<file path="src/rtl/sdram_port_arbiter.sv">
// sdram_port_arbiter
// Shares one byte-wide SDRAM port between the Apple-1 CPU memory path and the
// data_io loader. Loader bytes are queued in a small FIFO and written to
// LOAD_BASE + offset. Only one SDRAM transaction is outstanding at a time.
//
// Handshakes:
//   CPU side  : cpu_req is a level held (with cpu_we/addr/wdata stable) until
//               the single-cycle cpu_ack pulse; read data is valid in the ack
//               cycle and held until the next read completes.
//   SDRAM side: mem_addr/mem_din and exactly one of mem_rd/mem_wr are held
//               until the single-cycle mem_ready pulse; mem_ready is ignored
//               while no transaction is outstanding.
//   Loader    : ioctl_wr is a single-cycle strobe with no back-pressure; a
//               byte arriving with the FIFO full is dropped and flagged in
//               the sticky load_ovf.
module sdram_port_arbiter #(
  parameter int                ADDR_W     = 16,
  parameter logic [ADDR_W-1:0] LOAD_BASE  = '0,
  parameter int                FIFO_DEPTH = 4,
  parameter int                CPU_BURST  = 2
) (
  input  logic              clk_sys,
  input  logic              reset,
  input  logic              cpu_req,
  input  logic              cpu_we,
  input  logic [ADDR_W-1:0] cpu_addr,
  input  logic [7:0]        cpu_wdata,
  output logic [7:0]        cpu_rdata,
  output logic              cpu_ack,
  input  logic              ioctl_download,
  input  logic              ioctl_wr,
  input  logic [24:0]       ioctl_addr,
  input  logic [7:0]        ioctl_dout,
  output logic              load_busy,
  output logic              load_ovf,
  output logic [ADDR_W-1:0] mem_addr,
  output logic [7:0]        mem_din,
  output logic              mem_rd,
  output logic              mem_wr,
  input  logic [7:0]        mem_dout,
  input  logic              mem_ready,
  output logic [1:0]        dbg_state
);

  localparam int PTR_W   = (FIFO_DEPTH > 1) ? $clog2(FIFO_DEPTH) : 1;
  localparam int CNT_W   = PTR_W + 1;
  localparam int BURST_W = (CPU_BURST > 0) ? $clog2(CPU_BURST + 1) : 1;
  localparam int ENT_W   = ADDR_W + 8;

  localparam logic [CNT_W-1:0]   FIFO_FULL = CNT_W'(FIFO_DEPTH);
  localparam logic [CNT_W-1:0]   LD_THRESH = CNT_W'(FIFO_DEPTH - 1);
  localparam logic [BURST_W-1:0] BURST_MAX = BURST_W'(CPU_BURST);

  localparam logic [1:0] S_IDLE    = 2'd0;
  localparam logic [1:0] S_CPU_ACC = 2'd1;
  localparam logic [1:0] S_LD_ACC  = 2'd2;

  // Offset bits above the SDRAM address width are intentionally ignored.
  logic unused_ioctl_hi;
  assign unused_ioctl_hi = ^ioctl_addr[24:ADDR_W];

  // ---------------------------------------------------------------------------
  // Loader FIFO
  // ---------------------------------------------------------------------------
  logic [ENT_W-1:0] fifo_mem_q [FIFO_DEPTH];
  logic [PTR_W-1:0] wr_ptr_q, wr_ptr_d;
  logic [PTR_W-1:0] rd_ptr_q, rd_ptr_d;
  logic [CNT_W-1:0] fifo_cnt_q, fifo_cnt_d;

  logic             fifo_empty;
  logic             fifo_full;
  logic             push_ok;
  logic             push_drop;
  logic             pop;
  logic [ENT_W-1:0] push_entry;
  logic [ENT_W-1:0] fifo_head;

  logic [1:0]       state_q, state_d;

  assign fifo_empty = (fifo_cnt_q == '0);
  assign fifo_full  = (fifo_cnt_q == FIFO_FULL);
  // The head entry retires on the completion of its SDRAM write.
  assign pop        = (state_q == S_LD_ACC) && mem_ready;
  // A pop in the same cycle frees a slot, so a push into a full FIFO is kept.
  assign push_ok    = ioctl_wr && (!fifo_full || pop);
  assign push_drop  = ioctl_wr && fifo_full && !pop;
  assign push_entry = {LOAD_BASE + ioctl_addr[ADDR_W-1:0], ioctl_dout};
  assign fifo_head  = fifo_mem_q[rd_ptr_q];

  // FIFO pointer and occupancy next-state.
  always_comb begin
    wr_ptr_d   = wr_ptr_q;
    rd_ptr_d   = rd_ptr_q;
    fifo_cnt_d = fifo_cnt_q;
    if (push_ok) begin
      wr_ptr_d = wr_ptr_q + 1'b1;
    end
    if (pop) begin
      rd_ptr_d = rd_ptr_q + 1'b1;
    end
    case ({push_ok, pop})
      2'b10:   fifo_cnt_d = fifo_cnt_q + 1'b1;
      2'b01:   fifo_cnt_d = fifo_cnt_q - 1'b1;
      default: fifo_cnt_d = fifo_cnt_q;
    endcase
  end

  // FIFO pointers; reset flushes the queue.
  always_ff @(posedge clk_sys or posedge reset) begin
    if (reset) begin
      wr_ptr_q   <= '0;
      rd_ptr_q   <= '0;
      fifo_cnt_q <= '0;
    end else begin
      wr_ptr_q   <= wr_ptr_d;
      rd_ptr_q   <= rd_ptr_d;
      fifo_cnt_q <= fifo_cnt_d;
    end
  end

  // FIFO storage; contents are only meaningful below the occupancy count.
  always_ff @(posedge clk_sys) begin
    if (push_ok) begin
      fifo_mem_q[wr_ptr_q] <= push_entry;
    end
  end

  // ---------------------------------------------------------------------------
  // Overflow flag
  // ---------------------------------------------------------------------------
  logic dl_q;
  logic ovf_q;

  // Sticky drop flag, cleared when a new download starts.
  always_ff @(posedge clk_sys or posedge reset) begin
    if (reset) begin
      dl_q  <= 1'b0;
      ovf_q <= 1'b0;
    end else begin
      dl_q <= ioctl_download;
      if (push_drop) begin
        ovf_q <= 1'b1;
      end else if (ioctl_download && !dl_q) begin
        ovf_q <= 1'b0;
      end
    end
  end

  // ---------------------------------------------------------------------------
  // Arbiter FSM and SDRAM request registers
  // ---------------------------------------------------------------------------
  logic [BURST_W-1:0] burst_q, burst_d;
  logic [ADDR_W-1:0]  mem_addr_q, mem_addr_d;
  logic [7:0]         mem_din_q, mem_din_d;
  logic               mem_rd_q, mem_rd_d;
  logic               mem_wr_q, mem_wr_d;
  logic               cpu_ack_q, cpu_ack_d;
  logic [7:0]         cpu_rdata_q, cpu_rdata_d;

  // Grant decision in IDLE and completion handling in the access states.
  always_comb begin
    state_d     = state_q;
    burst_d     = burst_q;
    mem_addr_d  = mem_addr_q;
    mem_din_d   = mem_din_q;
    mem_rd_d    = mem_rd_q;
    mem_wr_d    = mem_wr_q;
    cpu_ack_d   = 1'b0;
    cpu_rdata_d = cpu_rdata_q;
    case (state_q)
      S_IDLE: begin
        if (fifo_cnt_q >= LD_THRESH) begin
          // Nearly full FIFO: drain it ahead of the CPU to limit drops.
          state_d    = S_LD_ACC;
          mem_addr_d = fifo_head[ENT_W-1:8];
          mem_din_d  = fifo_head[7:0];
          mem_wr_d   = 1'b1;
        end else if (cpu_req && (fifo_empty || (burst_q < BURST_MAX))) begin
          state_d    = S_CPU_ACC;
          mem_addr_d = cpu_addr;
          mem_din_d  = cpu_wdata;
          mem_rd_d   = !cpu_we;
          mem_wr_d   = cpu_we;
          // Saturate so long CPU-only runs cannot wrap back to zero.
          if (burst_q != BURST_MAX) begin
            burst_d = burst_q + 1'b1;
          end
        end else if (!fifo_empty) begin
          state_d    = S_LD_ACC;
          mem_addr_d = fifo_head[ENT_W-1:8];
          mem_din_d  = fifo_head[7:0];
          mem_wr_d   = 1'b1;
          burst_d    = '0;
        end else begin
          burst_d = '0;
        end
      end
      S_CPU_ACC: begin
        if (mem_ready) begin
          state_d   = S_IDLE;
          mem_rd_d  = 1'b0;
          mem_wr_d  = 1'b0;
          cpu_ack_d = 1'b1;
          if (mem_rd_q) begin
            cpu_rdata_d = mem_dout;
          end
        end
      end
      S_LD_ACC: begin
        if (mem_ready) begin
          state_d  = S_IDLE;
          mem_rd_d = 1'b0;
          mem_wr_d = 1'b0;
        end
      end
      default: begin
        state_d  = S_IDLE;
        mem_rd_d = 1'b0;
        mem_wr_d = 1'b0;
      end
    endcase
  end

  // FSM state and registered SDRAM/CPU outputs; reset aborts any access.
  always_ff @(posedge clk_sys or posedge reset) begin
    if (reset) begin
      state_q     <= S_IDLE;
      burst_q     <= '0;
      mem_addr_q  <= '0;
      mem_din_q   <= '0;
      mem_rd_q    <= 1'b0;
      mem_wr_q    <= 1'b0;
      cpu_ack_q   <= 1'b0;
      cpu_rdata_q <= '0;
    end else begin
      state_q     <= state_d;
      burst_q     <= burst_d;
      mem_addr_q  <= mem_addr_d;
      mem_din_q   <= mem_din_d;
      mem_rd_q    <= mem_rd_d;
      mem_wr_q    <= mem_wr_d;
      cpu_ack_q   <= cpu_ack_d;
      cpu_rdata_q <= cpu_rdata_d;
    end
  end

  assign mem_addr  = mem_addr_q;
  assign mem_din   = mem_din_q;
  assign mem_rd    = mem_rd_q;
  assign mem_wr    = mem_wr_q;
  assign cpu_ack   = cpu_ack_q;
  assign cpu_rdata = cpu_rdata_q;
  assign load_ovf  = ovf_q;
  assign dbg_state = state_q;
  assign load_busy = ioctl_download || !fifo_empty || (state_q == S_LD_ACC);

endmodule
</file>
<file path="config.mk">
export PLATFORM = sky130hd
export DESIGN_NAME = sdram_port_arbiter
export DESIGN_NICKNAME = d
export VERILOG_FILES = /design/src/rtl/sdram_port_arbiter.sv
export SDC_FILE = /design/constraint.sdc
export NUM_CORES = 1
export LEC_CHECK = 0
export ABC_CLOCK_PERIOD_IN_PS = 2000
export BUFFER_PORTS_ARGS = -buffer_cell sky130_fd_sc_hd__buf_2
export CAP_MARGIN = 0
export CORE_ASPECT_RATIO = 0.6
export CORE_MARGIN = 4
export CORE_UTILIZATION = 50
export CTS_BUF_LIST = sky130_fd_sc_hd__clkbuf_16
export DETAILED_ROUTE_END_ITERATION = 7
export PLACE_DENSITY = 0.86
export SLEW_MARGIN = 20
export SYNTH_ARGS = -nofsm -noshare
export SYNTH_HDL_FRONTEND = slang
export SYNTH_SLANG_ARGS = --single-unit
export TNS_END_PERCENT = 5
</file>
<file path="constraint.sdc">
create_clock -name clk_sys -period 2 [get_ports clk_sys]
set_input_delay 0.1 -clock clk_sys [delete_from_list [all_inputs] [get_ports clk_sys]]
set_output_delay 0.1 -clock clk_sys [all_outputs]
set_load 0.03 [all_outputs]
</file>
==> out/metrics.cfg, run 1 <==
[finish]
fill_cells = 758
drive_gt1_share_pct = 40.8
instances_no_fill = 723
final_core_util_pct = 67.8
fin_area_sq_mm = 0.00786
syn2layout_area_growth_pct = 28.7
nets = 630

[job]
maxCapViolations = 0

[floorplan]
initial_core_util_pct = 52.7
std_cell_rows = 30
die-area_sq_mm = 0.0141
chipWidth_microns = 151
die_height_microns = 93.6
io_pins = 111
core_sq_mm = 0.0116

[min_path]
min_path_type = in -> reg

[synth]
syn_area_sq_mm = 0.00611
synth_compound_area_share_pct = 10.6
yosys-top-cells-count = edfxtp_1 (96), dfrtp_1 (48), inv_1 (39)
yosysTopAreaCellShare_pct = 47.2
synth_xor_area_share_pct = 0.860
yosys.area_share.adder_pct = 2.40
synthArstFlopShare_pct = 33.3
synth_mux_area_share_pct = 10.7
syn_avg_cell_area_sq_um = 15.5
yosysMostFrequentCell = edfxtp_1
synth_top_family_by_area = multiplexers
synth-edff-count = 96
yosys.area_share.simple_pct = 3.54
seq_area_frac_synth_pct = 66.8
synth_ff_type = edfxtp_1
synth.area.top_cells = edfxtp_1 (47%), dfrtp_1 (20%), mux4_2 (8.5%)
synth-seq-cells = 144
synth_area_leader_cell = edfxtp_1
synth_nets = 476
synth.distinct_cells = 43
syn_inst = 394
yosys_warnings = 0

[detailed_routing]
vias_per_cell = 5.38
drc_errors = 0
drt_iter0_markers = 276
dr.pass1.iters = 4
num_vias = 3891
wl_mm = 13.7
routedWlPerCell_microns = 18.9
ant_nets = 0

[sta]
fmax_mhz = 503
rsz0062_at_grt = yes
hold_viol_final = 0
clock_skew_ns = 0.00578
max_slew_margin_pct = 65.2
drv_slew = 0
setup_viol = 0
min_period_over_period_pct = 99.4
period_minus_slack_ns = 1.99
worst_pin_slew_ns = 0.521

[clocking]
clock-sinks = 144
htreeDepth = 4
clockBufferDepth = 2
cts-root-buf = clkbuf_16
cts_tree = built
clk_pin_slew_worst_paths_ns = 0.06
clkLatencyLatePin_ns = 0.42
cts_buffers = 17

[place]
dp_hpwl_mm = 8.89
place_inst = 651
io_buffers = 101
gp_congestion = 0.809
place_area_sq_mm = 0.00688

[critical_path]
cp-endpoint = fifo_cnt_q[2]
required_ns = 2.34
r2r-end = fifo_cnt_q[2]
crit_type = reg -> reg
critPathCaptureType = flip-flop
path_cells = ha_4, nand2_4, a31oi_4, inv_2, ha_4, inv_2, fa_2, xor2_1, nor2_1, xor2_1
r2r_start = dbg_state[1]
cp-startpoint = dbg_state[1]
cp-start-kind = flip-flop
worstPathArrival_ns = 2.32
cp_top_family = adder cells
slowest_stage = dfrtp_2
cp_max_fo = 4
cp.depth = 10
r2r.worst_path.cells = 10
crit_buf_inv = 2
r2r_slack_ns = 0.01
slowest_delay_ns = 0.43

[global_route]
grt_start_max_net_pins = 55
grt_pass1_wl_mm = 21.2
antenna_found_initial = 4
grt_pass1_vias = 3960
grt_overflow = 0
grtUsageTotal_pct = 20.1

[power]
p_leak_nw = 3.17
ir_drop_v = 0.000715
p_total_w = 0.0132
power.density_mw_per_mm2 = 1680

[run_status]
outcome = finished clean

per-layer routing:
metal	share of wire, %	wire length, microns	GRT usage, %	vias up
li1	-	-	-	1785
met2	45	6180	30.2	176
met3	10	1370	7.22	24
met5	0.15	21	0	-
met1	43	5910	27.8	1902
met4	1.4	195	6.11	4
flip-flops by register name, indices dropped and copies added (netlist names), 2 cells and up:
name and count:
fifo_mem_q 96, mem_addr 16, cpu_rdata 8, mem_din 8, fifo_cnt_q 3, burst_q 2, dbg_state 2, rd_ptr_q 2
wr_ptr_q 2
cell type report:
cell class                      instances  area [sq um]  share of cell area (%)
Sequential cell                       144          4090                    52.0
Inverter                               40           150                    1.91
Timing Repair Buffer                  159          1050                    13.4
Multi-Input combinational cell        186          1780                    22.6
Clock inverter                         15           164                    2.08
Tap cell                              160           200                    2.55
Clock buffer                           17           425                    5.41
Antenna cell                            2          5.00                  0.0637
cell families (layout without fill, tap and decap cells):
group | after synthesis | in the layout
fa+ha+maj | 11 | 11
flops | 144 | 144
xor+xnor | 6 | 6
compound gates | 88 | 88
other cells | 0 | 2
buf+inv | 64 | 231
mux | 34 | 34
simple gates | 47 | 47
power breakdown:
part	total, W	switching, W	internal [W]
Sequential	0.00454	0.000414	0.00413
Clock	0.00312	0.00134	0.00178
Combinational	0.00555	0.00335	0.00220
Total	0.0132	0.00511	0.00810
timing repair:
item,4_1_cts,5_1_grt
pin swaps,1,4
resized for setup,0,4
endpoints found under the setup margin,1,2
setup buffers,1,2
endpoints found under the hold margin,154,0
hold buffers,35,0
placed cells by master (no fill, tap or decap), types with 2 or more instances in the layout:
cell,netlist,final
buf_2,7,101
edfxtp_1,96,96
dfrtp_1,48,45
inv_1,39,35
dlygate4sd3_1,0,35
nor2_1,27,26
o21ai_0,25,25
o31a_1,24,24
mux4_2,23,23
a21oi_2,21,21
buf_4,1,21
clkbuf_16,0,17
mux2_2,8,8
ha_1,9,7
inv_6,0,6
inv_2,1,5
inv_8,0,5
xnor2_1,4,4
a21oi_1,4,4
and2_2,0,4
o22ai_1,3,3
nor3_1,3,3
dfrtp_2,0,3
diode_2,0,2
nand2b_1,3,2
o2bb2ai_1,2,2
nand2_1,3,2
nand3_1,2,2
xor2_1,2,2
ha_4,0,2
clkinv_4,0,2
buf_12,0,2
worst min path at each step:
stage | start | end | slack [ns] | cells after the start
2_1_floorplan | ioctl_download | dl_q | 0.13 | 0
3_3_place_gp | reset | cpu_rdata[7] | 0.16 | 3
6_report | ioctl_wr | load_ovf | 0.03 | 3
5_1_grt | mem_ready | cpu_ack | 0.03 | 2
3_5_place_dp | reset | cpu_rdata[7] | 0.17 | 3
4_1_cts | ioctl_wr | load_ovf | 0.006 | 3
per-stage QoR:
step | hold WS (ns) | setup TNS [ns] | setup slack [ns]
floorplan | 0.131 | 0 | 0.0275
global placement | 0.158 | 0 | 0.144
detailed placement | 0.166 | 0 | 0.0497
CTS | 0.00593 | 0 | 0.00254
global route | 0.0259 | -0.00753 | -0.00753
finish | 0.0263 | 0 | 0.0128
worst reg2reg max path: stages (launching register included):
cell and delay, ns:
dfrtp_2 0.43, ha_4 0.19, nand2_4 0.09, a31oi_4 0.09
inv_2 0.08, ha_4 0.14, inv_2 0.05, fa_2 0.35
xor2_1 0.16, nor2_1 0.17, xor2_1 0.16
(Power assumes the default switching activity.)
==> run 2: changes to the inputs <==
Settings changed: MAX_ROUTING_LAYER set to met4, SLEW_MARGIN 20 to not set.
==> run 2 against run 1 <==
Against the previous run: flip-flop and latch count is the same; sequential share of layout area about the same; critical path depth stayed put; core utilization barely moved; maximum frequency is 0.50% higher; critical endpoint unchanged; first-iteration DRC count increased by 1.4%; largest cell class unchanged; highest routed layer is now met4; total power is essentially flat; count of clock-buffer cells in the layout unchanged; worst hold slack got worse by 0.0038 ns; clock power hardly changed; non-clock buffer count did not move; register-to-register slack is essentially flat.
==> out/metrics.cfg, run 2 (same netlist as run 1, synthesis figures left out) <==
[run_status]
outcome = finished clean

[sta]
min_period_over_period_pct = 98.9
period_minus_slack_ns = 1.98
finalSetupTns_ns = 0
max_slew_margin_pct = 64.2
rsz0062_at_grt = yes
clock_skew_ns = 0.00629
setup_viol = 0
fmax_mhz = 506
worst_pin_slew_ns = 0.537
worst_slack_ns = 0.0226
drv_slew = 0
hold_viol_final = 0

[min_path]
min_to = load_ovf
hp-start = ioctl_wr
min_path_type = in -> reg
min_path_cells = 3

[floorplan]
chipWidth_microns = 151
die_height_microns = 93.6
std_cell_rows = 30
initial_core_util_pct = 52.7
io_pins = 111
core_sq_mm = 0.0116
die-area_sq_mm = 0.0141

[global_route]
grtUsageTotal_pct = 20.7
grt_pass1_wl_mm = 21.2
grt_start_max_net_pins = 55
antenna_found_initial = 4
grt_pass1_vias = 3959
grt_overflow = 0

[finish]
drive_gt1_share_pct = 40.8
final_cell_mix = buf_2 (101), edfxtp_1 (96), dfrtp_1 (45)
final_core_util_pct = 67.8
nets = 630
fill_cells = 759
instances_no_fill = 725
syn2layout_area_growth_pct = 28.7
multi_input_area_sq_mm = 0.00178
largest_register = fifo_mem_q
final_common_cell = buf_2
largest_reg_flops = 96
regArea_sq_mm = 0.00409

[critical_path]
path_cells = ha_4, nand2_4, a31oi_4, inv_2, ha_4, inv_2, fa_2, xor2_1, nor2_1, xor2_1
critPathCaptureType = flip-flop
r2r.worst_path.cells = 10
slowest_delay_ns = 0.43
cp-startpoint = dbg_state[1]
crit_type = reg -> reg
r2r_slack_ns = 0.02
worstPathArrival_ns = 2.32
cp-start-kind = flip-flop
r2r_start = dbg_state[1]
required_ns = 2.34
slowest_stage = dfrtp_2
r2r-end = fifo_cnt_q[2]
cp_max_fo = 4

[power]
p_leak_nw = 3.17
power.density_mw_per_mm2 = 1680
seqPwrFrac_pct = 34.4
p_clk_share_pct = 23.6
p_int_w = 0.00810
p_comb_share_pct = 42.0
p_sw_w = 0.00511
ir_drop_v = 0.000721
netSwitchingFraction_pct = 38.7
p_total_w = 0.0132

[detailed_routing]
drc_errors = 0
routedWlPerCell_microns = 18.9
dr.pass1.iters = 5
wl_mm = 13.7
ant_nets = 0
drt_iter0_markers = 280
num_vias = 3925
vias_per_cell = 5.41

[clocking]
htreeDepth = 4
clk_pin_slew_worst_paths_ns = 0.06
cts_tree = built
clkLatencyLatePin_ns = 0.42
cts-root-buf = clkbuf_16
clock-sinks = 144
clockBufferDepth = 2
cts_buffers = 17

[place]
place_inst = 651
io_buffers = 101
place_ws_ns = 0.0497
gp_congestion = 0.821
dp_hpwl_mm = 8.89

[job]
maxCapViolations = 0

-- run 2: final cells by class --
class | instances | share of cell area (%)
sequential | 144 | 52.0
clock buffer | 17 | 5.41
antenna | 4 | 0.127
multi-input combinational | 186 | 22.6
clock inverter | 15 | 2.08
inverter | 40 | 1.91
tap | 160 | 2.54
timing repair buffer | 159 | 13.4
-- run 2: timing repair --
item                       in CTS  in global routing
pin swaps                       1                  4
setup endpoints to repair       1                  2
cloned                          0                  0
hold endpoints to repair      154                  0
gates resized for setup         0                  4
hold buffers                   35                  0
setup buffers                   1                  2
-- run 2: power by group through the flow --
stage / sequential (W) / clock, W / combinational [W]
after floorplan: 0.00523 / 0 / 0.00335
after global placement: 0.00451 / 0 / 0.00519
after detailed placement: 0.00458 / 0 / 0.00537
after CTS: 0.00453 / 0.00318 / 0.00552
after global routing: 0.00463 / 0.00334 / 0.00597
final: 0.00454 / 0.00312 / 0.00555
-- run 2: per-layer routing --
metal,part of all wire [%],up-vias,track usage [%]
li1,-,1791,-
met1,44,1934,28.0
met2,46,179,30.2
met3,9.5,21,7.17
met4,1.3,0,5.88
met5,0,-,-
-- run 2: critical path: cells and delay by family, from the launching register on --
family | cells | cell delay [ns]
buffers and inverters | 2 | 0.13
DFF | 1 | 0.43
adders and majority gates | 3 | 0.67
and+or+nand+nor | 2 | 0.26
xor gates and xnor gates | 2 | 0.32
AOI/OAI and AO/OA | 1 | 0.09
-- run 2: worst max path at each step --
stage / endpoint
2_1_floorplan: fifo_cnt_q[2]
3_3_place_gp: fifo_cnt_q[2]
3_5_place_dp: fifo_cnt_q[2]
4_1_cts: fifo_cnt_q[2]
5_1_grt: fifo_cnt_q[2]
6_report: fifo_cnt_q[2]
-- run 2: per-stage QoR --
stage	hold WS (ns)	area (sq um)
3_3_place_gp	0.158	6880
2_1_floorplan	0.131	6150
3_5_place_dp	0.166	6880
5_1_grt	0.0255	7870
4_1_cts	0.00593	7830
6_report	0.0225	7870
==> run 3: changes to the inputs <==
Settings changed: PLACE_DENSITY 0.86 to 0.88.
==> run 3 against run 2 <==
Against the previous run: sequential power about the same; die area unchanged; total power up 0.79%; worst setup slack worse by 0.0076 ns; combinational power up 3%; register-to-register slack about the same; sequential share of layout area down 0.26 points; global-route usage up 0.74 points; worst hold slack better by 0.0088 ns; largest cell class unchanged; largest power group unchanged.
==> out/metrics.cfg, run 3 (same netlist as run 1, synthesis figures left out) <==
[place]
io_buffers = 101
place_area_sq_mm = 0.00688
dp_hpwl_mm = 9.17
gp_congestion = 0.820

[finish]
multi_input_area_sq_mm = 0.00178
fill_cells = 747
final_common_cell = buf_2
syn2layout_area_growth_pct = 29.4
regArea_sq_mm = 0.00409
final_cell_mix = buf_2 (101), edfxtp_1 (96), dfrtp_1 (46)
nets = 634
final_core_util_pct = 68.2
drive_gt1_share_pct = 40.9
largest_reg_flops = 96
fin_area_sq_mm = 0.00791
largest_register = fifo_mem_q

[critical_path]
crit_type = reg -> reg
worstPathArrival_ns = 2.30
cp_max_fo = 4
required_ns = 2.32
cp-start-kind = flip-flop
critPathCaptureType = flip-flop

[power]
ir_drop_v = 0.000722
p_leak_nw = 3.19
power.density_mw_per_mm2 = 1680

[floorplan]
die-area_sq_mm = 0.0141
core_sq_mm = 0.0116
die_height_microns = 93.6
io_pins = 111
std_cell_rows = 30
chipWidth_microns = 151
initial_core_util_pct = 52.7

[run_status]
outcome = finished clean

[detailed_routing]
ant_nets = 0
wl_mm = 14.1
routedWlPerCell_microns = 19.4
drc_errors = 0
dr.pass1.iters = 4
drt_iter0_markers = 339
vias_per_cell = 5.42
num_vias = 3943

[clocking]
cts-root-buf = clkbuf_16
htreeDepth = 4
clockBufferDepth = 2
cts_buffers = 17
clkLatencyLatePin_ns = 0.42
clock-sinks = 144
clk_pin_slew_worst_paths_ns = 0.06
cts_tree = built

[sta]
setup_viol = 0
max_slew_margin_pct = 57.1
rsz0062_at_grt = yes
hold_viol_final = 0
finalHoldWorstSlack_ns = 0.0313
fmax_mhz = 504
worst_pin_slew_ns = 0.643
clock_skew_ns = 0.0131
period_minus_slack_ns = 1.98
min_period_over_period_pct = 99.2
drv_slew = 0

[global_route]
grt_pass1_vias = 4046
grt_overflow = 0
grt_pass1_wl_mm = 21.9
grt_start_max_net_pins = 55
antenna_found_initial = 3
grtUsageTotal_pct = 21.5

[job]
maxCapViolations = 0

[min_path]
min_path_type = in -> reg

==> run 3: cell type report <==
type                       count  area share [%]
tap                          160            2.53
antenna                        3          0.0950
clock inverter                15            2.01
inverter                      40            1.90
sequential                   144            51.7
multi-input combinational    186            22.5
timing repair buffer         163            13.9
clock buffer                  17            5.38
==> run 3: critical path: stages (launching register included) <==
cell and delay (ns):
dfrtp_2 0.43, ha_4 0.18, nand2_4 0.08, a31oi_4 0.09
inv_2 0.08, ha_4 0.13, inv_2 0.03, fa_2 0.33
xor2_1 0.16, nor2_1 0.15, xor2_1 0.22
==> run 3: per-layer routing <==
metal  GRT usage (%)  routed length, microns  vias to the layer above
met5               -                       0                        -
li1                -                       -                     1783
met1            29.7                    6220                     1955
met3            6.39                    1250                       18
met2            31.1                    6460                      187
met4            6.41                     171                        0
==> run 3: power by group <==
part | internal, W | switching, W
registers | 0.00413 | 0.000378
logic | 0.00226 | 0.00343
clock network | 0.00185 | 0.00127
total | 0.00824 | 0.00508
==> run 3: timing repair <==
item                                   in CTS  in global routing
buffers inserted                            6                  3
setup endpoints to repair                   1                  3
pin swaps                                   4                  3
endpoints found under the hold margin     134                  0
resized for setup                           2                  3
hold buffers                               35                  0
==> run 3: per-stage QoR <==
step / total power (W) / cells / setup TNS [ns] / setup slack [ns]
after floorplan: 0.00858 / 394 / 0 / 0.0275
after global placement: 0.00970 / 649 / 0 / 0.140
after detailed placement: 0.00996 / 649 / 0 / 0.0857
after CTS: 0.0133 / 722 / 0 / 0.00388
after global routing: 0.0140 / 728 / -0.0717 / -0.0616
final: 0.0133 / 728 / 0 / 0.0150
==> run 3: final timing paths <==
path,slack [ns],depth (start not counted),to,start
max reg2reg,0.02,10,fifo_cnt_q[2],dbg_state[1]
min,0.03,3,load_ovf,ioctl_wr
min reg2reg,0.50,2,load_ovf,dl_q
max in group asynchronous,1.06,4,cpu_rdata[5],reset
min in group asynchronous,0.33,3,dbg_state[1],reset
max,0.02,10,fifo_cnt_q[2],dbg_state[1]
